===== src/rtl/chan_packet_snapphase_ctrl.sv =====
// Phase-snapshot capture sequencer: arm/trigger/abort control, qualified sample writes to the snapshot BRAM, status word.
// Optional build macro SNAPPHASE_TIMESTAMP_EN records the trigger-cycle timestamp at address 0.
module chan_packet_snapphase_ctrl #(
  parameter int unsigned ADDR_W = 10,
  parameter int unsigned DATA_W = 32,
  parameter int unsigned CHAN_W = 8
) (
  input  logic              user_clk,
  input  logic              user_rst_n,
  input  logic [31:0]       ctrl,
  input  logic              trig,
  input  logic              in_valid,
  input  logic [CHAN_W-1:0] in_chan,
  input  logic [DATA_W-1:0] in_data,
  output logic              bram_we,
  output logic [ADDR_W-1:0] bram_addr,
  output logic [DATA_W-1:0] bram_data,
  output logic              done,
  output logic [31:0]       snap_status
);
  localparam int unsigned CNT_W = ADDR_W + 1;
  localparam logic [CNT_W-1:0] LAST_ADDR = CNT_W'({ADDR_W{1'b1}});

  typedef enum logic [1:0] {S_IDLE, S_ARMED, S_CAPTURE, S_DONE} state_e;

  state_e            state_q, state_d;
  logic [2:0]        ctrl_q;
  logic              arm_edge, force_edge, abort_edge, trig_hit, qual;
  logic              all_chans_q, latch_sel;
  logic [CHAN_W-1:0] sel_chan_q;
  logic [CNT_W-1:0]  count_q, count_d;
  logic              we_d;
  logic [ADDR_W-1:0] addr_d;
  logic [DATA_W-1:0] data_d;
  logic              unused_ctrl;

  assign arm_edge    = ctrl[0] & ~ctrl_q[0];
  assign force_edge  = ctrl[1] & ~ctrl_q[1];
  assign abort_edge  = ctrl[2] & ~ctrl_q[2];
  assign trig_hit    = trig | force_edge;
  assign qual        = in_valid & (all_chans_q | (in_chan == sel_chan_q));
  assign unused_ctrl = ^{ctrl[31:CHAN_W+8], ctrl[7:4]};

`ifdef SNAPPHASE_TIMESTAMP_EN
  logic [31:0] ts_q;

  // Free-running timestamp, sampled on the trigger cycle
  always_ff @(posedge user_clk or negedge user_rst_n) begin
    if (!user_rst_n) ts_q <= '0;
    else             ts_q <= ts_q + 32'd1;
  end
`endif

  always_ff @(posedge user_clk or negedge user_rst_n) begin
    if (!user_rst_n) state_q <= S_IDLE;
    else             state_q <= state_d;
  end

  // Abort has priority over every other transition, including a simultaneous arm
  always_comb begin
    state_d = state_q;
    if (abort_edge) begin
      state_d = S_IDLE;
    end else begin
      case (state_q)
        S_IDLE, S_DONE: if (arm_edge) state_d = S_ARMED;
        S_ARMED:        if (trig_hit) state_d = S_CAPTURE;
        S_CAPTURE:      if (qual && (count_q == LAST_ADDR)) state_d = S_DONE;
        default:        state_d = S_IDLE;
      endcase
    end
  end

  // Next values of the write port, word count and channel selection
  always_comb begin
    we_d      = 1'b0;
    addr_d    = bram_addr;
    data_d    = bram_data;
    count_d   = count_q;
    latch_sel = 1'b0;
    if (!abort_edge) begin
      case (state_q)
        S_IDLE, S_DONE: begin
          if (arm_edge) begin
            count_d   = '0;
            latch_sel = 1'b1;
          end
        end
        S_ARMED: begin
`ifdef SNAPPHASE_TIMESTAMP_EN
          if (trig_hit) begin
            we_d    = 1'b1;
            addr_d  = '0;
            data_d  = DATA_W'(ts_q);
            count_d = CNT_W'(1);
          end
`endif
        end
        S_CAPTURE: begin
          if (qual) begin
            we_d    = 1'b1;
            addr_d  = ADDR_W'(count_q);
            data_d  = in_data;
            count_d = count_q + CNT_W'(1);
          end
        end
        default: ;
      endcase
    end
  end

  always_ff @(posedge user_clk or negedge user_rst_n) begin
    if (!user_rst_n) begin
      ctrl_q      <= '0;
      count_q     <= '0;
      sel_chan_q  <= '0;
      all_chans_q <= 1'b0;
      bram_we     <= 1'b0;
      bram_addr   <= '0;
      bram_data   <= '0;
      done        <= 1'b0;
      snap_status <= '0;
    end else begin
      ctrl_q      <= ctrl[2:0];
      count_q     <= count_d;
      bram_we     <= we_d;
      bram_addr   <= addr_d;
      bram_data   <= data_d;
      done        <= (state_d == S_DONE);
      // Status trails the state/count registers by one cycle
      snap_status <= {done,
                      (state_q == S_ARMED) || (state_q == S_CAPTURE),
                      (state_q == S_ARMED),
                      29'(count_q)};
      if (latch_sel) begin
        sel_chan_q  <= ctrl[CHAN_W+7:8];
        all_chans_q <= ctrl[3];
      end
    end
  end

endmodule

===== config.mk =====
export PLATFORM = sky130hd
export DESIGN_NAME = chan_packet_snapphase_ctrl
export DESIGN_NICKNAME = d
export VERILOG_FILES = /design/src/rtl/chan_packet_snapphase_ctrl.sv
export SDC_FILE = /design/constraint.sdc
export NUM_CORES = 1
export LEC_CHECK = 0
export CORE_MARGIN = 2
export CORE_UTILIZATION = 35
export CTS_CLUSTER_SIZE = 25
export DETAILED_ROUTE_END_ITERATION = 10
export MAX_ROUTING_LAYER = met4
export PLACE_DENSITY = 0.68
export SLEW_MARGIN = 20
export SYNTH_ARGS = -nofsm -noshare
export SYNTH_HDL_FRONTEND = slang
export SYNTH_SLANG_ARGS = --single-unit

===== constraint.sdc =====
create_clock -name user_clk -period 4.4 [get_ports user_clk]
set_input_delay 0.44 -clock user_clk [delete_from_list [all_inputs] [get_ports user_clk]]
set_output_delay 0.44 -clock user_clk [all_outputs]
set_load 0.05 [all_outputs]

==> reports/summary.log <==
INFO  cells_and_area design_area=4900µm²
INFO  floorplanning  design.core.area=9770µm²
INFO  grt            grt-ovfl-total=0
INFO  sta            rsz0062_at_grt=no
INFO  worst_setup_path crit_path_start_kind=primary input
INFO  floorplanning  dieHeight=104µm
INFO  grt            via_count_of_the_first_global_routing_pass=2346
INFO  worst_setup_path worst_r2r_startpoint=sel_chan_q[4]
INFO  synth          synth.top_cells.by_area=sky130_fd_sc_hd__dfrtp_1, sky130_fd_sc_hd__mux2_2, sky130_fd_sc_hd__buf_4, sky130_fd_sc_hd__xor2_1, sky130_fd_sc_hd__ha_1
INFO  floorplanning  die_w=104µm
INFO  synth          synth_enable_flop_cells=0
INFO  floorplanning  initial_cell_density_of_the_core=35.9%
INFO  worst_setup_path path_cells=clkdlybuf4s50_1, xor2_1, nor4_2, a41oi_2, nor3_4, buf_4, mux2_2
INFO  synth          yosysSeqAreaShare=59.2%
INFO  clocking       hold_buffers=0
INFO  synth          yosys.cell_types.count=44
INFO  route          detail_route.iter0.violations=114
INFO  placed_design  finalWeightedCongestion=0.868
INFO  worst_setup_path crit_path_max_fanout=43
INFO  job            reported_max_cap_violation_count=0
INFO  clocking       h-tree-depth=3
INFO  route          post-route-drc-count=0
INFO  synth          avgSynthCellArea=13.4µm²
INFO  grt            grt_pass1_wl=11800µm
INFO  grt            antenna_found_initial=0
INFO  sta            setup_slack=1.58ns
INFO  floorplanning  placement_row_count=36
INFO  min_path       worst_hold_path_type=in -> async
INFO  route          dr_total_vias=2455
INFO  cells_and_area mostFrequentLayoutCell=sky130_fd_sc_hd__clkdlybuf4s50_1
INFO  sta            period_utilization=64.1%
INFO  worst_setup_path timing_worst_setup_path_type=in -> reg
INFO  sta            transition_time_at_the_pin_with_the_least_slew_margin=0.798ns
INFO  sta            report.final.setup_viol=0
INFO  floorplanning  design.portCount=152
INFO  grt            grt_use_total=14.2%
INFO  cells_and_area syn_to_final_growth=39.6%
INFO  cells_and_area antennaDiodeCount=0
INFO  sta            fin_crit=2.82ns
INFO  cells_and_area nNetsFinal=459
INFO  placed_design  dp_worst_setup_slack=1.16ns
INFO  pwr            leakagePower=2.14nW
INFO  sta            final.setup.tns=0ns
INFO  worst_setup_path worst_path_max_delay_cell=sky130_fd_sc_hd__buf_4
INFO  placed_design  area_after_detailed_placement=4680µm²
INFO  clocking       clock_tree_root=sky130_fd_sc_hd__clkbuf_8
INFO  clocking       max-clock-path-buffers=2
INFO  sta            timing.final.max_slew_violations=0
INFO  synth          postSynthCellCount=262
INFO  cells_and_area fillers=896
INFO  clocking       cts_num_sinks=83
INFO  cells_and_area layout-drive-gt1-share=18.8%
INFO  floorplanning  dieArea=10800µm²
INFO  placed_design  dp_hpwl=5150µm
INFO  placed_design  place.port_buffers=113
INFO  route          drt_wl_total=7250µm
INFO  synth          synth_async_sr_flop_share=100%
INFO  worst_setup_path critical_path_required=4.63ns
INFO  worst_setup_path delay_contributed_by_the_slowest_stage_of_the_critical_path=0.49ns
INFO  pwr            power-per-cell-area=723nW/µm²
INFO  worst_setup_path cp_data_arrival_time=3.05ns
INFO  sta            fin_skew=0.0131ns
INFO  synth          ys_warn_count=0
INFO  route          avgViaCountPerCell=4.75
INFO  sta            final.hold.worst_slack=0.104ns
INFO  pwr            power.ir.vdd_worst=0.000309V
INFO  worst_setup_path critical_path.endpoint_type=register
INFO  clocking       tritoncts=built
INFO  clocking       clock_latency=0.35ns
INFO  cells_and_area highest_count_cells_in_the_layout_ignoring_fill_and_taps=sky130_fd_sc_hd__clkdlybuf4s50_1, sky130_fd_sc_hd__dfrtp_1, sky130_fd_sc_hd__mux2_2
INFO  synth          netlist_area=3510µm²
INFO  sta            hold_violations=0
INFO  synth          synth_seq_cells=83
INFO  synth          synth_area_leader=sky130_fd_sc_hd__dfrtp_1
INFO  sta            fmax=354MHz
INFO  route          antenna_violating_nets_post_route=0
INFO  clocking       tritoncts.num_buffers=9
INFO  route          detail_route.wl_per_cell=14.0µm
INFO  grt            grt_max_degree=84
INFO  clocking       ctsResizeCount=0
INFO  worst_setup_path crit_path_start=in_chan[4]
INFO  outcome        run_status=finished clean
INFO  clocking       clk_pin_slew_worst_paths=0.10ns
INFO  route          drt-pass1-iter-count=6
INFO  synth          synthFlopType=sky130_fd_sc_hd__dfrtp_1
INFO  sta            max-slew-margin-rel=46.8%
INFO  synth          netlist.area_leader.share=59.2%
INFO  clocking       post-cts-setup-buffers=0
==> cell type report <==
class	count	area [µm²]	share of cell area (%)
clock inverters	7	87.6	1.79
clock buffers	9	124	2.53
inverters	9	33.8	0.690
multi-input cells	162	1270	25.9
well taps	133	166	3.40
flip-flops and latches	83	2080	42.4
repair buffers	114	1140	23.3
==> layer usage <==
layer	track usage (%)	share of wire (%)	routed length, µm	up-vias
met5	-	0	0	-
met4	5.79	1.6	114	0
met3	3.82	6.8	496	13
met2	21.2	45	3230	126
met1	18.5	47	3410	1186
li1	-	-	-	1130
==> cells in the mapped netlist, types with 2 or more instances <==
cell / instances
sky130_fd_sc_hd__dfrtp_1: 83
sky130_fd_sc_hd__mux2_2: 50
sky130_fd_sc_hd__buf_4: 18
sky130_fd_sc_hd__nand2_1: 12
sky130_fd_sc_hd__inv_1: 9
sky130_fd_sc_hd__nand3_1: 7
sky130_fd_sc_hd__nor2_1: 7
sky130_fd_sc_hd__o21ai_0: 6
sky130_fd_sc_hd__xor2_1: 6
sky130_fd_sc_hd__a21oi_1: 5
sky130_fd_sc_hd__buf_6: 4
sky130_fd_sc_hd__ha_1: 4
sky130_fd_sc_hd__nand2b_1: 4
sky130_fd_sc_hd__nand4_1: 4
sky130_fd_sc_hd__clkbuf_1: 3
sky130_fd_sc_hd__nor3_1: 3
sky130_fd_sc_hd__nor4_1: 3
sky130_fd_sc_hd__o22a_1: 3
sky130_fd_sc_hd__and3_1: 2
sky130_fd_sc_hd__mux2_1: 2
sky130_fd_sc_hd__o22ai_1: 2
sky130_fd_sc_hd__or4_1: 2
sky130_fd_sc_hd__xnor2_1: 2
==> where the power goes <==
| group | switching [W] | internal, W |
|---|---|---|
| sequential | 0.000145 | 0.00102 |
| combinational | 0.00113 | 0.000660 |
| clock | 0.000306 | 0.000278 |
==> sequential cells by signal, summed over array words and instances (netlist names) <==
signal       flops
sel_chan_q       8
snap_status     14
bram_data       32
ctrl_q           3
bram_we          1
bram_addr       10
count_q         11
all_chans_q      1
state_q          2
done             1
==> cells by family after synthesis <==
logic type               Yosys count  synth area share, %
adder cells (fa/ha/maj)            4                 1.43
multiplexers                      53                 17.0
other                              1                0.107
AND/OR/NAND/NOR                   49                 7.63
XOR/XNOR                           8                 2.00
buffers and inverters             34                 6.42
AO/OA/AOI/OAI                     30                 6.24
flip-flops                        83                 59.2
==> through the flow <==
step / total power, W / utilization (%) / std cells
2_1_floorplan: 0.00241 / - / 279
3_3_place_gp: 0.00296 / 47.9 / 501
3_5_place_dp: 0.00299 / 47.9 / 501
4_1_cts: 0.00358 / 50.1 / 517
5_1_grt: 0.00372 / 50.1 / 517
6_report: 0.00354 / 50.1 / 517
==> path summary, 6_finish.rpt <==
path | endpoint | slack (ns) | depth (start not counted)
setup / recovery | bram_data[0] | 1.58 | 7
hold / removal | bram_data[24] | 0.10 | 1
setup reg to reg | bram_data[0] | 1.68 | 6
hold reg to reg | snap_status[31] | 0.38 | 0
max in group asynchronous | sel_chan_q[1] | 3.77 | 1
min in group user_clk | snap_status[31] | 0.38 | 0
==> worst max-delay path: cells and delay by family <==
family	cells	cell delay, ns
compound gates	1	0.47
xor+xnor	1	0.16
buf+inv	2	0.91
mux	1	0.40
simple gates	2	0.65
Note: power is estimated with default switching activity, not from simulation.
